===== config.mk =====
export PLATFORM = sky130hd
export DESIGN_NAME = memory_stage_flat
export DESIGN_NICKNAME = d
export VERILOG_FILES = /design/src/rtl/memory_stage_pkg.sv /design/src/rtl/memory_stage_if.sv /design/src/rtl/memory_stage_dbus_ctrl.sv /design/src/rtl/memory_stage.sv /design/src/flat_wrapper.sv
export SDC_FILE = /design/constraint.sdc
export NUM_CORES = 1
export LEC_CHECK = 0
export BUFFER_PORTS_ARGS = -buffer_cell sky130_fd_sc_hd__clkbuf_2
export CORE_AREA = 5 5 289 291
export DETAILED_ROUTE_END_ITERATION = 6
export DIE_AREA = 0 0 294 296
export GPL_TIMING_DRIVEN = 0
export PLACE_DENSITY_LB_ADDON = 0.1
export SYNTH_ARGS = -nofsm -noshare
export SYNTH_HDL_FRONTEND = slang
export SYNTH_SLANG_ARGS = --single-unit

===== constraint.sdc =====
create_clock -name clk -period 2.3 [get_ports clk]
set_input_delay 0.115 -clock clk [delete_from_list [all_inputs] [get_ports clk]]
set_output_delay 0.115 -clock clk [all_outputs]
set_load 0.01 [all_outputs]

===== src/rtl/memory_stage_pkg.sv =====
// Shared types for the MEM stage: pipeline bundles, data-bus structs, FSM state and bus constants.
package memory_stage_pkg;

    typedef enum logic [2:0] {
        OpAlu,
        OpLoad,
        OpStore,
        OpBranch,
        OpJump
    } decode_op_t;

    typedef struct packed {
        decode_op_t  op;
        logic        regwrite;
        logic        memread;
        logic        memwrite;
        logic        jump;
        logic [4:0]  dst;
    } control_t;

    typedef struct packed {
        logic [63:0] pc;
        logic [31:0] instruction;
        logic [63:0] j_addr;
        logic [63:0] memdata;
        logic [63:0] result;
        control_t    ctl;
    } execute_data_t;

    typedef struct packed {
        logic [63:0] pc;
        logic [31:0] instruction;
        decode_op_t  op;
        logic        jump;
        logic        regwrite;
        logic [4:0]  dst;
        logic [63:0] regdata;
        logic [63:0] address;
        logic        skip;
    } memory_data_t;

    typedef enum logic [1:0] {
        IDLE,
        ADDR,
        DATA
    } mem_state_t;

    localparam logic [2:0] MSIZE8    = 3'b011;
    localparam logic [7:0] STROBE_RD = 8'h00;
    localparam logic [7:0] STROBE_WR = 8'hFF;

    typedef struct packed {
        logic        valid;
        logic [63:0] addr;
        logic [2:0]  size;
        logic [7:0]  strobe;
        logic [63:0] data;
    } dbus_req_t;

    typedef struct packed {
        logic        addr_ok;
        logic        data_ok;
        logic [63:0] data;
    } dbus_resp_t;

    // Bundle copy for an op that does not touch the bus: result goes straight to regdata.
    function automatic memory_data_t pass_through(execute_data_t e);
        memory_data_t m;
        m             = '0;
        m.pc          = e.pc;
        m.instruction = e.instruction;
        m.op          = e.ctl.op;
        m.jump        = e.ctl.jump;
        m.regwrite    = e.ctl.regwrite;
        m.dst         = e.ctl.dst;
        m.regdata     = e.result;
        return m;
    endfunction

endpackage


===== src/rtl/memory_stage_if.sv =====
// Two-phase data bus: address phase (dreq_valid/addr_ok) then data phase (data_ok).
interface memory_stage_if;
    logic        dreq_valid;
    logic [63:0] dreq_addr;
    logic [2:0]  dreq_size;
    logic [7:0]  dreq_strobe;
    logic [63:0] dreq_data;
    logic        dresp_addr_ok;
    logic        dresp_data_ok;
    logic [63:0] dresp_data;

    modport master (
        output dreq_valid, dreq_addr, dreq_size, dreq_strobe, dreq_data,
        input  dresp_addr_ok, dresp_data_ok, dresp_data
    );

    modport slave (
        input  dreq_valid, dreq_addr, dreq_size, dreq_strobe, dreq_data,
        output dresp_addr_ok, dresp_data_ok, dresp_data
    );
endinterface


===== src/rtl/memory_stage_dbus_ctrl.sv =====
// Data-bus transaction controller: holds the request, tracks address/data phases, flags completion.
module dbus_ctrl
    import memory_stage_pkg::*;
(
    input  logic           clk,
    input  logic           reset,
    input  logic           start_i,
    input  logic [63:0]    addr_i,
    input  logic [63:0]    data_i,
    input  logic           write_i,
    output logic           idle_o,
    output logic           done_o,
    output logic [63:0]    rdata_o,
    memory_stage_if.master dbus
);

    mem_state_t state_q, state_d;
    dbus_req_t  req_q, req_d;
    dbus_resp_t resp;

    assign resp = '{addr_ok: dbus.dresp_addr_ok,
                    data_ok: dbus.dresp_data_ok,
                    data:    dbus.dresp_data};

    // Next state, request hold and completion; data_ok before addr_ok is ignored in ADDR.
    always_comb begin
        state_d = state_q;
        req_d   = req_q;
        done_o  = 1'b0;
        unique case (state_q)
            IDLE: begin
                if (start_i) begin
                    req_d.valid  = 1'b1;
                    req_d.addr   = addr_i;
                    req_d.size   = MSIZE8;
                    req_d.strobe = write_i ? STROBE_WR : STROBE_RD;
                    req_d.data   = data_i;
                    state_d      = ADDR;
                end
            end
            ADDR: begin
                if (resp.addr_ok) begin
                    req_d.valid = 1'b0;
                    if (resp.data_ok) begin
                        done_o  = 1'b1;
                        state_d = IDLE;
                    end else begin
                        state_d = DATA;
                    end
                end
            end
            DATA: begin
                if (resp.data_ok) begin
                    done_o  = 1'b1;
                    state_d = IDLE;
                end
            end
            default: begin
                req_d.valid = 1'b0;
                state_d     = IDLE;
            end
        endcase
    end

    // State and request registers; reset abandons any transaction in flight.
    always_ff @(posedge clk or negedge reset) begin
        if (!reset) begin
            state_q <= IDLE;
            req_q   <= '0;
        end else begin
            state_q <= state_d;
            req_q   <= req_d;
        end
    end

    assign idle_o           = (state_q == IDLE);
    assign rdata_o          = resp.data;
    assign dbus.dreq_valid  = req_q.valid;
    assign dbus.dreq_addr   = req_q.addr;
    assign dbus.dreq_size   = req_q.size;
    assign dbus.dreq_strobe = req_q.strobe;
    assign dbus.dreq_data   = req_q.data;

endmodule


===== src/rtl/memory_stage.sv =====
// MEM stage of the RV64 pipeline: routes LD/SD to the data bus, passes other ops through,
// and registers the writeback bundle with valid/ready backpressure.
module memory_stage
    import memory_stage_pkg::*;
#(
    parameter int unsigned MMIO_BIT    = 31,
    parameter bit          ALIGN_CHECK = 1'b1
) (
    input  logic           clk,
    input  logic           reset,
    input  logic           in_valid,
    input  execute_data_t  in,
    output logic           in_ready,
    output logic           out_valid,
    output memory_data_t   out,
    input  logic           out_ready,
    output logic           misalign,
    memory_stage_if.master dbus
);

    memory_data_t  out_q, out_d;
    logic          out_valid_q, out_valid_d;
    logic          misalign_q, misalign_d;
    execute_data_t hold_q, hold_d;

    logic        bus_idle;
    logic        bus_done;
    logic [63:0] bus_rdata;
    logic        accept;
    logic        is_mem;
    logic        misaligned;
    logic        start;

    assign in_ready   = bus_idle && (!out_valid_q || out_ready);
    assign accept     = in_valid && in_ready;
    assign is_mem     = in.ctl.memread || in.ctl.memwrite;
    assign misaligned = ALIGN_CHECK && is_mem && (in.result[2:0] != 3'b000);
    assign start      = accept && is_mem && !misaligned;

    dbus_ctrl u_dbus_ctrl (
        .clk     (clk),
        .reset   (reset),
        .start_i (start),
        .addr_i  (in.result),
        .data_i  (in.memdata),
        .write_i (in.ctl.memwrite),
        .idle_o  (bus_idle),
        .done_o  (bus_done),
        .rdata_o (bus_rdata),
        .dbus    (dbus)
    );

    // Output bundle mux: direct ops load on accept, bus ops load at completion.
    always_comb begin
        out_d       = out_q;
        out_valid_d = out_valid_q && !out_ready;
        hold_d      = hold_q;
        misalign_d  = 1'b0;
        if (start) begin
            hold_d = in;
        end
        if (accept && !start) begin
            out_d          = pass_through(in);
            // A suppressed misaligned op must not write back.
            out_d.regwrite = in.ctl.regwrite && !misaligned;
            out_valid_d    = 1'b1;
            misalign_d     = misaligned;
        end else if (bus_done) begin
            out_d          = pass_through(hold_q);
            out_d.regdata  = hold_q.ctl.memread ? bus_rdata : 64'h0;
            out_d.regwrite = hold_q.ctl.regwrite && hold_q.ctl.memread;
            out_d.address  = hold_q.result;
            out_d.skip     = ~hold_q.result[MMIO_BIT];
            out_valid_d    = 1'b1;
        end
    end

    // Output, misalign pulse and holding registers.
    always_ff @(posedge clk or negedge reset) begin
        if (!reset) begin
            out_q       <= '0;
            out_valid_q <= 1'b0;
            misalign_q  <= 1'b0;
            hold_q      <= '0;
        end else begin
            out_q       <= out_d;
            out_valid_q <= out_valid_d;
            misalign_q  <= misalign_d;
            hold_q      <= hold_d;
        end
    end

    assign out       = out_q;
    assign out_valid = out_valid_q;
    assign misalign  = misalign_q;

    logic unused_fields;
    assign unused_fields = ^{in.j_addr, hold_q.j_addr, hold_q.memdata, hold_q.ctl.memwrite};

endmodule

===== src/flat_wrapper.sv =====
// flat-port wrapper written by rule: the top's interface ports become plain ports
module memory_stage_flat import memory_stage_pkg::*;
#(
    parameter int unsigned MMIO_BIT    = 31,
    parameter bit          ALIGN_CHECK = 1'b1
)
  (clk, reset, in_valid, in, in_ready, out_valid, out, out_ready, misalign, dbus_dreq_valid, dbus_dreq_addr, dbus_dreq_size, dbus_dreq_strobe, dbus_dreq_data, dbus_dresp_addr_ok, dbus_dresp_data_ok, dbus_dresp_data);
  memory_stage_if dbus_i ();
  input  logic clk;
  input  logic reset;
  input  logic in_valid;
  input  execute_data_t in;
  output logic in_ready;
  output logic out_valid;
  output memory_data_t out;
  input  logic out_ready;
  output logic misalign;
  output wire logic [$bits(dbus_i.dreq_valid)-1:0] dbus_dreq_valid;
  output wire logic [$bits(dbus_i.dreq_addr)-1:0] dbus_dreq_addr;
  output wire logic [$bits(dbus_i.dreq_size)-1:0] dbus_dreq_size;
  output wire logic [$bits(dbus_i.dreq_strobe)-1:0] dbus_dreq_strobe;
  output wire logic [$bits(dbus_i.dreq_data)-1:0] dbus_dreq_data;
  input wire logic [$bits(dbus_i.dresp_addr_ok)-1:0] dbus_dresp_addr_ok;
  input wire logic [$bits(dbus_i.dresp_data_ok)-1:0] dbus_dresp_data_ok;
  input wire logic [$bits(dbus_i.dresp_data)-1:0] dbus_dresp_data;
  assign dbus_dreq_valid = dbus_i.dreq_valid;
  assign dbus_dreq_addr = dbus_i.dreq_addr;
  assign dbus_dreq_size = dbus_i.dreq_size;
  assign dbus_dreq_strobe = dbus_i.dreq_strobe;
  assign dbus_dreq_data = dbus_i.dreq_data;
  assign dbus_i.dresp_addr_ok = dbus_dresp_addr_ok;
  assign dbus_i.dresp_data_ok = dbus_dresp_data_ok;
  assign dbus_i.dresp_data = dbus_dresp_data;
  memory_stage #(.MMIO_BIT(MMIO_BIT), .ALIGN_CHECK(ALIGN_CHECK)) u_core (.clk(clk), .reset(reset), .in_valid(in_valid), .in(in), .in_ready(in_ready), .out_valid(out_valid), .out(out), .out_ready(out_ready), .misalign(misalign), .dbus(dbus_i));
endmodule

# --- After elaboration in Yosys (flattened, before gate mapping) ---
# Cells that the tools add are included.
# Widths: inputs -> output; s select.
totals:
  ff_bits: 548
  latch_bits: 0
  mem_bits_rw: 0
  romBits: 0
  in_bits: 370
  out_inout_bits: 378
  elab_cells: 71
  n_memories: 0
op_classes:
  addsub: 0
  multipliers: 0
  div: 0
  n_lt_le_gt_ge: 0
  eq_ne: 5
  n_shift: 0
  n_mux: 18
  bitwise: 2
  reduce_logical: 21
op_table:
  columns: ["op", "count"]
  rows:
  - ["$mux 235", 2]
  - ["$mux 140", 1]
  - ["$mux 64", 1]
  - ["$logic_and 1x1->1", 9]
  - ["$mux 2", 4]
  - ["$mux 8", 1]
  - ["$mux 1", 6]
  - ["$ne 2x2->1 const B", 3]
  - ["$pmux 2 s3", 1]
  - ["$reduce_and 3->1", 2]
  - ["$logic_not 1->1", 4]
  - ["$pmux 1 s3", 1]
  - ["$reduce_bool 3->1", 1]
  - ["$eq 2x1->1 const B", 1]
  - ["$eq 2x2->1 const B", 1]
  - ["$logic_not 2->1", 1]
  - ["$logic_or 1x1->1", 2]
  - ["$not 1->1", 2]
  - ["$pmux 1 s2", 1]
  - ["$reduce_and 2->1", 1]
  - ["$reduce_bool 2->1", 1]

# --- Longest topological paths before layout ---
depth:
  ltp_word: 9
  mapped_depth: 9
  ltp_nobuf: 6

# --- By module ---
# Synthesis repeated with hierarchy kept, for this count alone.
unflattened:
  hier_cells: 1646
  hier_area_um2: 23208.5
by_module_without_submodules:
  columns: ["mod", "n_inst", "cells_per_inst", "area_each_um2", "seq_area_each_um2"]
  rows:
  - ["memory_stage", 1, 1276, 17584.4, 10209.8]
  - ["dbus_ctrl", 1, 370, 5624.1, 3328.2]

# --- Least setup slack after synthesis ---
# OpenSTA, ideal clock, no wires.
synth_timing:
  path_kind: "register -> register"
  from: "reg u_core.u_dbus_ctrl.state_q[0]"
  to: "reg u_core.out_q (netlist bit u_core.out[129])"
  setup_ps: 133
  t_arrival_ps: 1834
  required_time_ps: 2167
  slack_ps: 332
  path_stages_with_launch: 9
  n_path_buf: 2
  period_less_slack_ps: 1968
  path_cell_list: "dfrtp_1 inv_1 ha_1 and2_1 nand2_1 clkbuf_1 buf_2 mux2i_1 o21ai_0"
synth_between:
  elab_chain_len: 8
  word_cells_on_any_way: 12
  classes_between: "2 x eq/ne; 2 x mux; 8 x reduce/logical"
synth_rtl:
  columns: ["item", "line_no", "rtl"]
  rows:
  - ["from (decl)", "memory_stage_dbus_ctrl.sv:17", "mem_state_t state_q, state_d;"]
  - ["from (signal assigned)", "memory_stage_dbus_ctrl.sv:71", "state_q <= state_d;"]
  - ["$logic_not 2->1", "memory_stage_dbus_ctrl.sv:76", "assign idle_o = (state_q == IDLE);"]
  - ["$logic_and 1x1->1", "memory_stage.sv:34", "assign in_ready = bus_idle && (!out_valid_q || out_ready);"]
  - ["$logic_and 1x1->1", "memory_stage.sv:35", "assign accept = in_valid && in_ready;"]
  - ["$logic_and 1x1->1 (2 in a row)", "memory_stage.sv:38", "assign start = accept && is_mem && !misaligned;"]
  - ["$logic_not 1->1", "memory_stage.sv:62", "if (accept && !start) begin"]
  - ["$logic_and 1x1->1", "memory_stage.sv:62", null]
  - ["$mux 235 or $reduce_bool 2->1 (tied branches)", null, null]
  - ["to (signal assigned)", "memory_stage.sv:86", "out_q <= out_d;"]
  - ["to (decl)", "memory_stage.sv:21", "memory_data_t out_q, out_d;"]
# Parallel ways exist; a longest one is shown, timed or not.
# A chain may end at the register's enable or synchronous reset.

# --- Worst setup path in the final report ---
layout_timing:
  from: "in in[6] (netlist name)"
  to: "reg u_core.out_q (netlist bit u_core.out[0])"
layout_between:
  elab_chain_len: 7
  word_cells_on_any_way: 9
  classes_between: "1 x mux; 8 x reduce/logical"
layout_rtl:
  columns: ["item", "line_no", "rtl"]
  rows:
  - ["from (decl)", "flat_wrapper.sv:12", "input execute_data_t in;"]
  - ["$logic_or 1x1->1 *", "memory_stage.sv:36", "assign is_mem = in.ctl.memread || in.ctl.memwrite;"]
  - ["$logic_and 1x1->1", "memory_stage.sv:37", "assign misaligned = ALIGN_CHECK && is_mem && (in.result[2:0] != 3'b000);"]
  - ["$logic_not 1->1", "memory_stage.sv:38", null]
  - ["$logic_and 1x1->1 *", "memory_stage.sv:38", null]
  - ["$logic_not 1->1 *", "memory_stage.sv:62", null]
  - ["$logic_and 1x1->1 *", "memory_stage.sv:62", null]
  - ["$mux 235 or $reduce_bool 2->1 (tied branches)", null, null]
# Mark *: on every way between the ends. The rest lies on a longest branch, timed or not.

==> run metrics <==
Crit path largest cell delay 0.56 ns; Main synth FF type dfrtp_1; Mean Syn Cell Area 9.698 um2; final core occ 40.28%; initial antenna violation count 6; sequential fraction of the synthesis area 61.61%; Starting Density 27.37%; unrepaired setup endpoints after global routing yes; fin crit share 94.60%; CP most frequent cell buf_6; top post-synthesis cells by area dfrtp_1 62%, nand2_1 19%, mux2i_1 4.8%; DP Cell Count 4,013; TritonCTS clock tree done; Port Buf Inserts 682; vias in the first global route 20,960; FFs w/ async S/R, synth 100.0%; PnR worst setup slack 0.1242 ns; Post-DP HPWL 64,610 um; first-pass GRT wire length 130,400 um; Netlist Area Pre-Place 21,970 um2; routed metal-1 wirelength 36,120 um; Worst-path clk slew 0.06 ns; Power, Total 39.70 mW; endpoints failing hold 0; Num CTS Buffers 67; Crit Path Class in -> reg; Crit path required time 2.76 ns; Root Buffer clkbuf_16; flip-flop and latch count after synthesis 541; Max Slew Vio Count 0; non-filler instance count after layout 4,441; Max Used Layer met5; Final min period 2.176 ns; WL met2 43,570 um; initial DRC count 813; most common cell after layout, fill and taps aside nand2_1; GPL Wtd Cong 0.8537; Max Root-Sink Buffers 3; I/O pin cnt 748; Critical Path End Type register; worst-path fanout max 10; worst setup skew after layout 0.02478 ns; vias 19,910; core area 80,290 um2; gr usage total 19.43%; wire per inst 19.73 um; via density per instance 4.482; Ys Warns 0; total congestion overflow 0; maxcap violations 0; top-area cell type share of the netlist area 61.61%; Clock Sinks 541; outcome completed; row cnt 104; Area growth, synth to finish 47.17%; cell accounting for the most synthesized area dfrtp_1; Crit-path slowest cell dlygate4sd3_1; pre-CTS WS -1.338 ns; largest net degree at the start of global routing 105; synthesized net count 2,640; worst-margin pin slew 0.6163 ns; DIE HEIGHT 296 um; Slew Limit Headroom 58.37%; Power Density 1228 nW/um2; Lkg Pwr 17.35 nW; TritonRoute pass-1 iters 5; DR DRC count 0; most frequent cells in the layout 1,122 x nand2_1, 708 x clkbuf_2, 541 x dfrtp_1; worst min path class in -> async; drt total wl 87,630 um; H-tree depth 3; fraction of layout cells with a size suffix above 1 29.41%; die width 294 um; fmax 0.4596 GHz; CP cell instances dlygate4sd3_1 -> clkbuf_2 -> nor2_1 -> o2111a_1 -> buf_6 -> buf_12 -> buf_6 -> buf_12 -> buf_6 -> nor2_1; Startpoint Class input pin; post-synth cell types 35; Worst IR Drop VDD 544.2 uV; met3 wire length 5705 um; die area 87,020 um2; arrival time at the worst endpoint 2.64 ns; EDFF count, synth 0; final setup fails 0; Worst-Skew Late Latency 0.59 ns; Mapped Cells 2,266; Final ANT Viol Nets 0; fin nets 3,700
[worst max-delay path: cells and delay by family]
kind	cells	cell delay, ns
buf+inv	7	1.71
simple gates	2	0.50
compound gates	1	0.27
[synthesized netlist by cell type, types with 2 or more instances]
cell type and n:
o21ai_0 172, nor2_1 4, a21oi_1 8, ha_1 4, buf_1 7, a22oi_1 64, buf_4 10, dfrtp_1 541
nand2b_1 2, buf_2 34, nor3_1 2, clkbuf_1 60, inv_1 5, a21oi_2 59, nand2_1 1123, mux2i_1 105
and2_1 8, buf_6 41
[through the flow]
| step | cell area, um2 | hold WS, ns | setup TNS [ns] |
|---|---|---|---|
| floorplan | 21970 | -0.1806 | 0 |
| global placement | 26710 | 0.3068 | -6767.69 |
| detailed placement | 26860 | 0.1381 | -372.81 |
| CTS | 32270 | 0.03596 | 0 |
| global route | 32330 | 0.1015 | -0.0007263 |
| finish | 32340 | 0.07407 | 0 |
[per-layer routing]
metal	GRT usage (%)	vias up
met3	4.703	124
met2	33.77	591
met1	24.14	9775
met4	5.676	2
met5	0	-
li1	-	9413
[where the power goes]
group	internal, mW	switching (mW)	total [mW]
logic	5.42	8.02	13.4
clock network	6.27	4.19	10.5
registers	13.5	2.31	15.8
total	25.2	14.5	39.7
[path summary, 6_finish.rpt]
path,endpoint,slack (ns),cells after the start,start
max,u_core.out[0],0.12,10,in[6]
min,u_core.u_dbus_ctrl.dbus.dreq_addr[0],0.07,2,reset
max reg2reg,u_core.hold_q[39],0.14,8,u_core.u_dbus_ctrl.state_q[1]
min reg2reg,u_core.hold_q[252],0.47,2,u_core.hold_q[252]
max in group asynchronous,u_core.hold_q[254],0.54,5,reset
min in group clk,u_core.out[67],0.09,5,out_ready
[flip-flops by register name, summed over array words and instances (netlist names)]
signal	count
u_core.u_dbus_ctrl.dbus.dreq_valid	1
u_core.out_valid	1
u_core.u_dbus_ctrl.dbus.dreq_size	1
u_core.hold_q	171
u_core.misalign	1
u_core.u_dbus_ctrl.state_q	2
u_core.u_dbus_ctrl.dbus.dreq_strobe	1
u_core.u_dbus_ctrl.dbus.dreq_data	64
u_core.u_dbus_ctrl.dbus.dreq_addr	64
u_core.out	235
[logic make-up (layout without fill, tap and decap cells)]
group	count (synthesis)	in the layout	synth area share, %
other cells	1	9	0.01706
simple gates	1148	1148	19.96
buf+inv	157	1264	4.447
mux	106	106	4.834
flops	541	541	61.61
fa+ha+maj	4	4	0.2278
compound gates	309	309	8.911
[final cells by class]
class / instances / area (um2)
Fill cell: 8049 / 47950
Sequential cell: 541 / 13540
Multi-Input combinational cell: 1568 / 7485
Timing Repair Buffer: 994 / 6643
Clock buffer: 95 / 1994
Tap cell: 1060 / 1326
Buffer: 149 / 1110
Clock inverter: 21 / 205.2
Antenna cell: 8 / 20.02
Inverter: 5 / 18.77
[repair_timing]
item                       in CTS  in global routing
gates resized for setup        69                 20
setup endpoints to repair     536                266
hold endpoints to repair      526                  0
hold buffers                  304                  0
cloned                          0                  1
buffers inserted                2                  0
pin swaps                       1                  0
No activity file was read; power rests on OpenSTA's default activity.
